File: src/rtl/ram_responder.sv
// ram_responder
//   Single-port word RAM that answers CPU read/write requests after a fixed
//   number of wait cycles. A request is captured in IDLE, and the FSM waits
//   WAIT_STATES cycles. The access is then performed in RESP, and a one-cycle
//   ram_ready pulse follows. If read and write are requested together, the
//   request is rejected with a one-cycle ram_error pulse.
//
// Ports
//   clk          : single clock, rising edge
//   reset        : asynchronous active-low reset (memory contents survive it)
//   ram_read     : read request
//   ram_write    : write request
//   ram_addr     : 6-bit word address of the request
//   ram_wdata    : 16-bit write data
//   ram_rdata    : 16-bit read data, valid while ram_ready is high, held until next read
//   ram_ready    : one-cycle completion pulse
//   ram_error    : one-cycle pulse for a rejected (read+write) request
//   busy         : high while an access is in progress (WAIT or RESP)
//   access_count : 8-bit wrapping count of completed accesses
module ram_responder #(
    parameter int WAIT_STATES = 2,
    parameter int DEPTH       = 64
) (
    input  logic        clk,
    input  logic        reset,
    input  logic        ram_read,
    input  logic        ram_write,
    input  logic [5:0]  ram_addr,
    input  logic [15:0] ram_wdata,
    output logic [15:0] ram_rdata,
    output logic        ram_ready,
    output logic        ram_error,
    output logic        busy,
    output logic [7:0]  access_count
);

    typedef enum logic [1:0] {
        IDLE = 2'd0,
        WAIT = 2'd1,
        RESP = 2'd2
    } state_t;

    // The counter is loaded with WAIT_STATES-1 because the cycle that sees
    // zero is itself the last wait cycle.
    localparam logic [3:0] WAIT_LOAD = (WAIT_STATES > 0) ? 4'(WAIT_STATES - 1) : 4'd0;

    logic [15:0] mem [0:DEPTH-1];

    state_t      state_q,      state_d;
    logic [3:0]  cnt_q,        cnt_d;
    logic [5:0]  addr_q,       addr_d;
    logic [15:0] wdata_q,      wdata_d;
    logic        is_write_q,   is_write_d;
    logic [15:0] rdata_q,      rdata_d;
    logic        ready_q,      ready_d;
    logic        error_q,      error_d;
    logic [7:0]  count_q,      count_d;
    logic        mem_we;

    always_comb begin
        state_d    = state_q;
        cnt_d      = cnt_q;
        addr_d     = addr_q;
        wdata_d    = wdata_q;
        is_write_d = is_write_q;
        rdata_d    = rdata_q;
        ready_d    = 1'b0;
        error_d    = 1'b0;
        count_d    = count_q;
        mem_we     = 1'b0;

        case (state_q)
            IDLE: begin
                if (ram_read ^ ram_write) begin
                    addr_d     = ram_addr;
                    wdata_d    = ram_wdata;
                    is_write_d = ram_write;
                    if (WAIT_STATES > 0) begin
                        state_d = WAIT;
                        cnt_d   = WAIT_LOAD;
                    end else begin
                        state_d = RESP;
                    end
                end else if (ram_read && ram_write) begin
                    // Ambiguous request: nothing is captured and the FSM stays idle.
                    error_d = 1'b1;
                end
            end
            WAIT: begin
                if (cnt_q == 4'd0) begin
                    state_d = RESP;
                end else begin
                    cnt_d = cnt_q - 4'd1;
                end
            end
            RESP: begin
                ready_d = 1'b1;
                count_d = count_q + 8'd1;
                if (is_write_q) begin
                    mem_we = 1'b1;
                end else begin
                    rdata_d = mem[addr_q];
                end
                state_d = IDLE;
            end
            default: begin
                state_d = IDLE;
            end
        endcase
    end

    always_ff @(posedge clk or negedge reset) begin
        if (!reset) begin
            state_q <= IDLE;
            cnt_q   <= 4'd0;
            rdata_q <= 16'd0;
            ready_q <= 1'b0;
            error_q <= 1'b0;
            count_q <= 8'd0;
        end else begin
            state_q <= state_d;
            cnt_q   <= cnt_d;
            rdata_q <= rdata_d;
            ready_q <= ready_d;
            error_q <= error_d;
            count_q <= count_d;
        end
    end

    // Captured request fields need no reset: they are only consulted after a
    // fresh capture in IDLE.
    always_ff @(posedge clk) begin
        addr_q     <= addr_d;
        wdata_q    <= wdata_d;
        is_write_q <= is_write_d;
    end

    // Reset forces IDLE asynchronously, so an abandoned write never reaches
    // the array; the array itself is never cleared.
    always_ff @(posedge clk) begin
        if (mem_we) begin
            mem[addr_q] <= wdata_q;
        end
    end

    assign ram_rdata    = rdata_q;
    assign ram_ready    = ready_q;
    assign ram_error    = error_q;
    assign busy         = (state_q != IDLE);
    assign access_count = count_q;

endmodule

File: config.mk
export PLATFORM = sky130hd
export DESIGN_NAME = ram_responder
export DESIGN_NICKNAME = d
export VERILOG_FILES = /design/src/rtl/ram_responder.sv
export SDC_FILE = /design/constraint.sdc
export NUM_CORES = 1
export LEC_CHECK = 0
export CAP_MARGIN = 20
export CORE_UTILIZATION = 34
export DETAILED_ROUTE_END_ITERATION = 10
export SLEW_MARGIN = 20
export SYNTH_ARGS = -nofsm -noshare
export SYNTH_HDL_FRONTEND = slang
export SYNTH_SLANG_ARGS = --single-unit
File: constraint.sdc
create_clock -name clk -period 3.1 [get_ports clk]
set_input_delay 0.62 -clock clk [delete_from_list [all_inputs] [get_ports clk]]
set_output_delay 0.62 -clock clk [all_outputs]
set_load 0.05 [all_outputs]
**After elaboration in Yosys (flattened, before gate mapping)**

Memory sizes are Yosys's and may differ from the RTL's. A register that Yosys moved wholly into a read port is not among the register bits.
Index checks and enable logic that the tools add are counted.

- Memory bits (read-only): 0
- Flip-flop bits (word level): 39
- Logic and storage cells: 42
- Input bits: 26
- Bits in writable memories: 1024
- Memories kept: 1
- Bits in latches: 0
- Output and inout bits: 27

- Bitwise gates (word level): 2
- Add/subtract/negate cells: 2
- Div/mod/pow operators: 0
- Multiplexer cells: 14
- Order comparisons: 0
- Equality and inequality tests: 5
- Reduce and logical (&&, ||, !) cells: 10
- Shifts and indexed selects: 0
- $mul: 0

Memories:

| memory | words | bits a word | read ports | clocked after Yosys merged registers in | wr ports | line | text |
|---|---|---|---|---|---|---|---|
| mem | 64 | 16 | 1 | 1 | 1 | 47 | `logic [15:0] mem [0:DEPTH-1];` |

Operators by type and width:

| cell | count |
|---|---|
| $add 8x1->8 const B | 1 |
| $mux 1 | 8 |
| $mux 4 | 2 |
| $pmux 4 s2 | 1 |
| $ne 2x2->1 const B | 3 |
| $reduce_and 2->1 | 3 |
| $logic_not 4->1 | 1 |
| $mux 2 | 2 |
| $pmux 2 s2 | 1 |
| $reduce_bool 2->1 | 2 |
| $sub 4x1->4 const B | 1 |
| $reduce_and 3->1 | 1 |
| $eq 2x1->1 const B | 1 |
| $eq 2x2->1 const B | 1 |
| $logic_not 2->1 | 1 |
| $logic_and 1x1->1 | 1 |
| $logic_not 1->1 | 1 |
| $not 1->1 | 1 |
| $xor 1x1->1 | 1 |

**Depth between registers and ports, before layout**

- Word-level depth: 4
- Gate-level depth with buffers: 11
- Gate-level depth less buffers: 7

**Least setup slack after synthesis**

No wires, ideal clock.

- Path type: flip-flop to flip-flop
- Start: register addr_q[2]
- End: memory mem[55][0], enable pin
- Path slack: 468 ps
- Path buffers: 5
- Required time: 2712 ps
- Library setup time: 388 ps
- Clock period less this slack: 2632 ps
- Data arrival time: 2243 ps
- Stages on the path, launching flop included: 8
- Path through: edfxtp_1 > buf_2 > buf_2 > buf_4 > buf_2 > buf_2 > nand3_1 > nor2_1

RTL lines:

| element | line | text |
|---|---|---|
| start, declared | 51 | `logic [5:0] addr_q, addr_d;` |
| start signal, assigned | 133 | `addr_q <= addr_d;` |
| end, declared | 47 |  |

No word-level cell before the write port.

==> run_results.csv <==
group,metric,value,unit
setup_path,cp_common_cell,"buf_12",
clocking,cts_tree,"built",
setup_path,arrival,3.62,ns
sta,hold_viol_final,0,
logic_synthesis,synth-compound-area-share,7.532,%
setup_path,path_buf_inv,3,
routing,drt-pass1-iter-count,5,
floorplan,die_w,351.9,um
power_and_ir_drop,power_density,754.9,mW/mm2
logic_synthesis,synth_area,0.04163,mm2
logic_synthesis,synth_nets,2245,
routing,routedWlPerCell,29.80,um
logic_synthesis,netlist_instances,2215,
placement,dp.cells,3979,
setup_path,reg2reg_depth,8,
worst_hold_path,hp-class,"primary input to register",
logic_synthesis,synth_top_area_cell,"edfxtp_1",
cells_and_area,nNetsFinal,2496,
sta,period_share,98.96,%
routing,drcViolationCount,0,
sta,worst_slack,0.03227,ns
worst_hold_path,hold_start,"ram_wdata[14]",
placement,port_buffers,52,
logic_synthesis,ys_seq_area_share,77.45,%
logic_synthesis,synthAdderAreaFrac,0.1202,%
floorplan,die_h,351.9,um
setup_path,crit_path_cell_trace,"buf_12 > buf_12 > buf_4 > mux4_2 > mux2i_2 > o211ai_1 > a2111oi_4 > a41oi_1",
global_route,groute.usage.overall,19.84,%
logic_synthesis,yosys_warnings,0,
logic_synthesis,yosys.area.top_type_share,75.53,%
routing,num_vias,23470,
cells_and_area,drive_gt1_share,22.40,%
logic_synthesis,synth_xor_area_share,0.1894,%
clocking,clockRootBuffer,"clkbuf_16",
sta,final_max_slew_viol_count,0,
routing,ant_nets,0,
floorplan,ioPinCount,53,
setup_path,cpMaxStageDelayCell,"mux4_2",
logic_synthesis,synth_edf_count,1047,
clocking,cts_setup_buffers,0,
cells_and_area,final_cell_mix,"edfxtp_1 (1,047), buf_4 (206), nor2_1 (115), mux2i_1 (113), clkbuf_16 (109)",
clocking,insertion_delay,0.71,ns
logic_synthesis,synth_mux_area_share,9.666,%
power_and_ir_drop,p_leak,15.72,nW
setup_path,path_delay_family,"compound AO/OA/AOI/OAI gates",
cells_and_area,diodes,0,
floorplan,dieArea,0.1238,mm2
worst_hold_path,min_to,"wdata_q[14]",
floorplan,rows,128,
logic_synthesis,synth_top_family_by_area,"multiplexers",
setup_path,reg2reg_slack,0.03,ns
run_status,status,"finished, final reports clean",
floorplan,coreArea,0.1216,mm2
setup_path,r2r_end,"ram_rdata[0]",
logic_synthesis,ys_ff_latch,1079,
global_route,grt_overflow_total,0,
placement,finalWeightedCongestion,0.9130,
placement,pre_cts_slack,-0.1445,ns
setup_path,cpPeakStageDelay,0.52,ns
clocking,cts_max_level,3,
floorplan,start_util,34.25,%
logic_synthesis,yosysUniqueCellTypes,66,
logic_synthesis,synth.area.top_cells,"edfxtp_1 (76%), mux4_2 (5.0%), mux2i_1 (2.7%)",
setup_path,cp-end-kind,"register",
cells_and_area,fin_util,40.20,%
setup_path,crit_fanout,36,
global_route,antenna_found_initial,4,
logic_synthesis,async_reset_ff_share,2.966,%
sta,worstMarginPinSlew,0.9900,ns
power_and_ir_drop,ir_drop,0.0004904,V
routing,drt_iter0_drc,3371,
sta,relSlewSlack,33.70,%
cells_and_area,area_delta_synth_final,17.39,%
sta,rsz0062_at_grt,"no",
worst_hold_path,min_delay_path_depth,1,
setup_path,worstSetupPathType,"register to register",
logic_synthesis,ys.flop_type,"edfxtp_1",
sta,skew,0.04765,ns
sta,setup_tns,0,ns
clocking,path_clk_slew,0.06,ns
sta,period_minus_slack,3.068,ns
clocking,clock_path_buffers,3,
cells_and_area,final_common_cell,"edfxtp_1",
setup_path,r2r_start,"addr_q[0]",
sta,fmax,326.0,MHz
cells_and_area,fin_cells,4179,
setup_path,cp_num_cells,8,
setup_path,start_kind,"register",
clocking,cts_buffers,109,
clocking,clock_sinks,1079,
global_route,grt_max_degree,65,
setup_path,cp.required,3.65,ns
job,drv_cap,0,
logic_synthesis,synthSimpleGateAreaFrac,2.958,%
logic_synthesis,avgSynthCellArea,18.79,um2
global_route,grt_pass1_wl,176.5,mm
global_route,grt_pass1_vias,23330,
routing,wl,124.5,mm
sta,setup_viol,0,
routing,vias_per_cell,5.616,
placement,dp_hpwl,76.62,mm
## worst register-to-register path: stages (launching register included)
cell and delay, ns:
edfxtp_1 0.40, buf_12 0.19, buf_12 0.27, buf_4 0.31, mux4_2 0.53, mux2i_2 0.34
o211ai_1 0.30, a2111oi_4 0.43, a41oi_1 0.18
## per-layer routing
| metal | wire [um] | global-route usage (%) |
|---|---|---|
| met3 | 13030 | 4.466 |
| met5 | 13 | 0 |
| met1 | 49350 | 26.77 |
| met2 | 57380 | 31.27 |
| met4 | 4761 | 7.441 |
## cell usage after synthesis (4+ instances only)
cell,count
a221oi_2,5
o32a_1,7
mux4_2,92
dfrtp_1,32
o21ai_0,48
o22ai_1,63
a22oi_1,61
clkbuf_1,43
o22a_1,6
and3_1,9
inv_1,4
nand2_1,67
or2_2,5
o2bb2ai_1,4
nand3_1,23
and2_1,9
a221o_1,11
edfxtp_1,1047
mux2i_1,114
nor2_1,118
a211oi_1,4
nor2b_1,11
mux2_2,58
o211ai_1,6
xnor2_1,6
a21oi_1,45
a22o_1,16
ha_1,4
buf_4,17
nand4_1,4
buf_2,58
o2111ai_1,5
buf_6,21
nand2b_1,9
a221oi_1,100
a31oi_1,19
mux2_1,10
## timing repair
action,CTS,global route
gates resized for setup,3,4
pin swaps,0,1
endpoints found under the hold margin,0,28
hold buffers,0,1
setup endpoints to repair,2,4
## registers in the layout, summed over array words and instances, names as in the netlist
| register | cells |
|---|---|
| mem | 1024 |
| access_count | 8 |
| wdata_q | 16 |
| ram_rdata | 16 |
| ram_ready | 1 |
| ram_error | 1 |
| addr_q | 6 |
| is_write_q | 1 |
| cnt_q | 4 |
| state_q | 2 |
## per-stage QoR
step	total power, mW	instance area, um2	hold slack, ns
4_1_cts	36.95	48840	0.1288
2_1_floorplan	21.16	41630	0.3244
5_1_grt	37.82	48870	0.4761
6_report	36.89	48870	0.4798
3_5_place_dp	24.33	45390	0.4969
3_3_place_gp	24.22	45390	0.4625
## report_power, final
group / internal, mW / leakage, nW / switching, mW
combinational: 2.20 / 4.23 / 4.68
clock: 7.27 / 1.68 / 5.46
sequential: 16.9 / 9.82 / 0.388
total: 26.4 / 15.7 / 10.5
## kinds of logic (layout without fill, tap and decap cells)
logic type	after synthesis	after routing
AO/OA/AOI/OAI	425	425
XOR/XNOR	9	9
adder cells (fa/ha/maj)	4	4
buffers and inverters	149	488
flip-flops	1079	1079
multiplexers	277	277
AND/OR/NAND/NOR	272	272
## cell type report
class	instances	area, um2
Multi-Input combinational cell	987	8591
Fill cell	10780	72690
Clock buffer	143	2915
Timing Repair Buffer	283	2550
Sequential cell	1079	32240
Inverter	6	25.02
Tap cell	1625	2033
Clock inverter	56	513.0
## worst max-delay path by stage
stage | start | slack (ns) | endpoint
after floorplan | addr_q[2] | 0.47 | mem[55][0]
after detailed placement | addr_q[0] | -0.14 | ram_rdata[0]
after global placement | addr_q[0] | -0.12 | ram_rdata[0]
final | addr_q[0] | 0.03 | ram_rdata[0]
after CTS | addr_q[1] | 0.01 | ram_rdata[0]
after global routing | addr_q[2] | 0.005 | ram_rdata[3]
No activity file was read; power rests on OpenSTA's default activity.
==> edit (same flow settings) <==
The parameter `DEPTH` goes from 64 to 128.
--- a/src/rtl/ram_responder.sv
+++ b/src/rtl/ram_responder.sv
@@ -21,3 +21,3 @@
     parameter int WAIT_STATES = 2,
-    parameter int DEPTH       = 64
+    parameter int DEPTH       = 128
 ) (
Behaviour: no difference found for any inputs over 4 cycles, from zero or initial values and one cycle with reset low; that may be too few to reach the edited logic, so the function may still have changed.
==> edit against the unedited design <==
  * Critical path depth did not move
  * Die area grew 0.35%
  * Cell area grew 1.5%
  * Clock skew up 7.3 ps
  * Sequential share of layout area decreased by 1.0 points
  * First-iteration DRC count decreased by 0.53%
  * Core utilization up 0.51 points
  * Worst setup slack improved by 10 ps
  * Area after synthesis is 0.35% higher
  * Total power grew 0.26%
  * Sequential cell count stayed put
  * Routed wire length increased by 2.1%
  * Largest power group unchanged
  * Fmax is 0.33% higher
  * Non-clock buffer count up 16
==> edit: results (changes against the unedited design) <==
metric;value;unit;change
status;complete, no violations;;
CTS clk-pin slew, worst paths;70;ps;
number of vias per cell;5.69;;+1.3%
Clock Latency Late Sink;720;ps;
Post-synth EDFFs;1047;;unchanged
WP data arrival;3660;ps;+40 ps
static leakage;16.3;nW;+3.7%
slowest CP cell;a221oi_1;;
cts bufs inserted;109;;unchanged
DP Wirelength;78800;um;+2.8%
Crit Path Class;flip-flop to flip-flop;;
Yosys Warn Count;0;;unchanged
synthesized area per cell;18.3;um^2;-2.6%
vias in the first global route;23600;;+1.2%
Max FO, Critical Path;27;;-25%
register area share after synthesis;0.772;;-0.00274
CP delay by family, top;compound AO/OA/AOI/OAI gates;;
port buffer count;52;;unchanged
max incr delay on CP;570;ps;+50 ps
largest net degree at the start of global routing;77;;+18%
total iterations of the first detailed-routing run;6;;+1
via count;24300;;+3.5%
most common flop cell mapped by yosys;edfxtp_1;;
Worst Hold Class;input port to asynchronous set/reset pin;;
gpl congestion;0.917;;+0.44%
Worst slew margin;0.241;;-0.0956
Synth area leaders;edfxtp_1, mux2i_1, mux4_2;;
routed wire length per instance;29.8;um;about the same
Netlist cell types;74;;+12%
global-route wire length before repair;179000;um;+1.6%
layout cells sized above 1;0.223;;-0.00140
Commonest cells post-synth;edfxtp_1, mux2i_1, nor2_1, a22oi_1, mux2_2;;
clk_skew;55.0;ps;+7.35 ps
max FFs per register;1024;;unchanged
Critical R2R Launch;addr_q[2];;
Fillers;10700;;-0.65%
Placed Instances;4057;;+2.0%
gr usage total;0.201;;+0.00223
Max IR drop VDD;0.000727;V;+48%
Syn Nets;2313;;+3.0%
fin nets;2578;;+3.3%
htree depth;3;;unchanged
CTS Root Cell;clkbuf_16;;
DRT iter0 DRCs;3353;;-0.53%
initial antenna violation count;1;;-3
==> edit: stage by stage <==
step | hold WS, ps | area (um^2) | util | setup WS, ps
floorplan | 324 | 41800 | - | 306
global route | 143 | 49600 | 0.407 | 70.8
global placement | 460 | 45800 | 0.376 | -64.9
detailed placement | 481 | 45800 | 0.376 | -70.2
CTS | 93.9 | 49600 | 0.407 | 74.5
finish | 97.6 | 49600 | 0.407 | 42.4
==> edit: repair_timing <==
item                                    in CTS  in global routing
gates resized for setup                      2                  2
pin swaps                                    0                  0
hold endpoints to repair                     0                  0
buffers inserted                             0                  4
endpoints found under the setup margin       2                  2
==> edit: final cells by class <==
type,count,area share
diodes,2,0.000101
clock buffers,137,0.0597
clock inverters,68,0.0155
inverters,9,0.000681
multi-input cells,1050,0.176
flip-flops and latches,1079,0.650
well taps,1625,0.0410
repair buffers,299,0.0575
==> edit: power breakdown <==
| part | switching, W | internal (W) | total, W |
|---|---|---|---|
| combinational | 0.00423 | 0.00204 | 0.00627 |
| sequential | 0.000364 | 0.0168 | 0.0171 |
| clock | 0.00564 | 0.00796 | 0.0136 |
| total | 0.0102 | 0.0267 | 0.0370 |
==> edit: final timing paths <==
path                              endpoint  slack (ps)  cells after the start
max in group asynchronous  access_count[7]        2350                      1
max                           ram_rdata[9]          40                      8
min reg2reg                access_count[7]         490                      1
min                          ram_rdata[13]         100                      1
min in group clk                 addr_q[3]         470                      1
max reg2reg                   ram_rdata[9]          40                      8
==> edit: cells by family after synthesis <==
family,after synthesis,share of synthesized area
compound gates,448,0.0771
xor+xnor,7,0.00147
simple gates,271,0.0294
fa+ha+maj,4,0.00120
mux,320,0.0982
buf+inv,154,0.0209
flops,1079,0.772
==> edit: metal layers <==
metal  vias up  wire length (um)  part of all wire  GRT usage
li1       9876                 -                 -          -
met1     12600             51000              0.40      0.279
met2      1522             57500              0.45      0.307
met3       252             12800              0.10     0.0348
met4         0              5790             0.046     0.0917
met5         -                 0                 0          0
==> edit: worst register-to-register path, cell delays in order (launching register included) <==
cell       delay, ps
edfxtp_1         440
buf_12           200
buf_12           240
buf_4            310
nor2_1           140
buf_4            210
a221oi_1         570
o2111ai_1        380
o32a_1           460
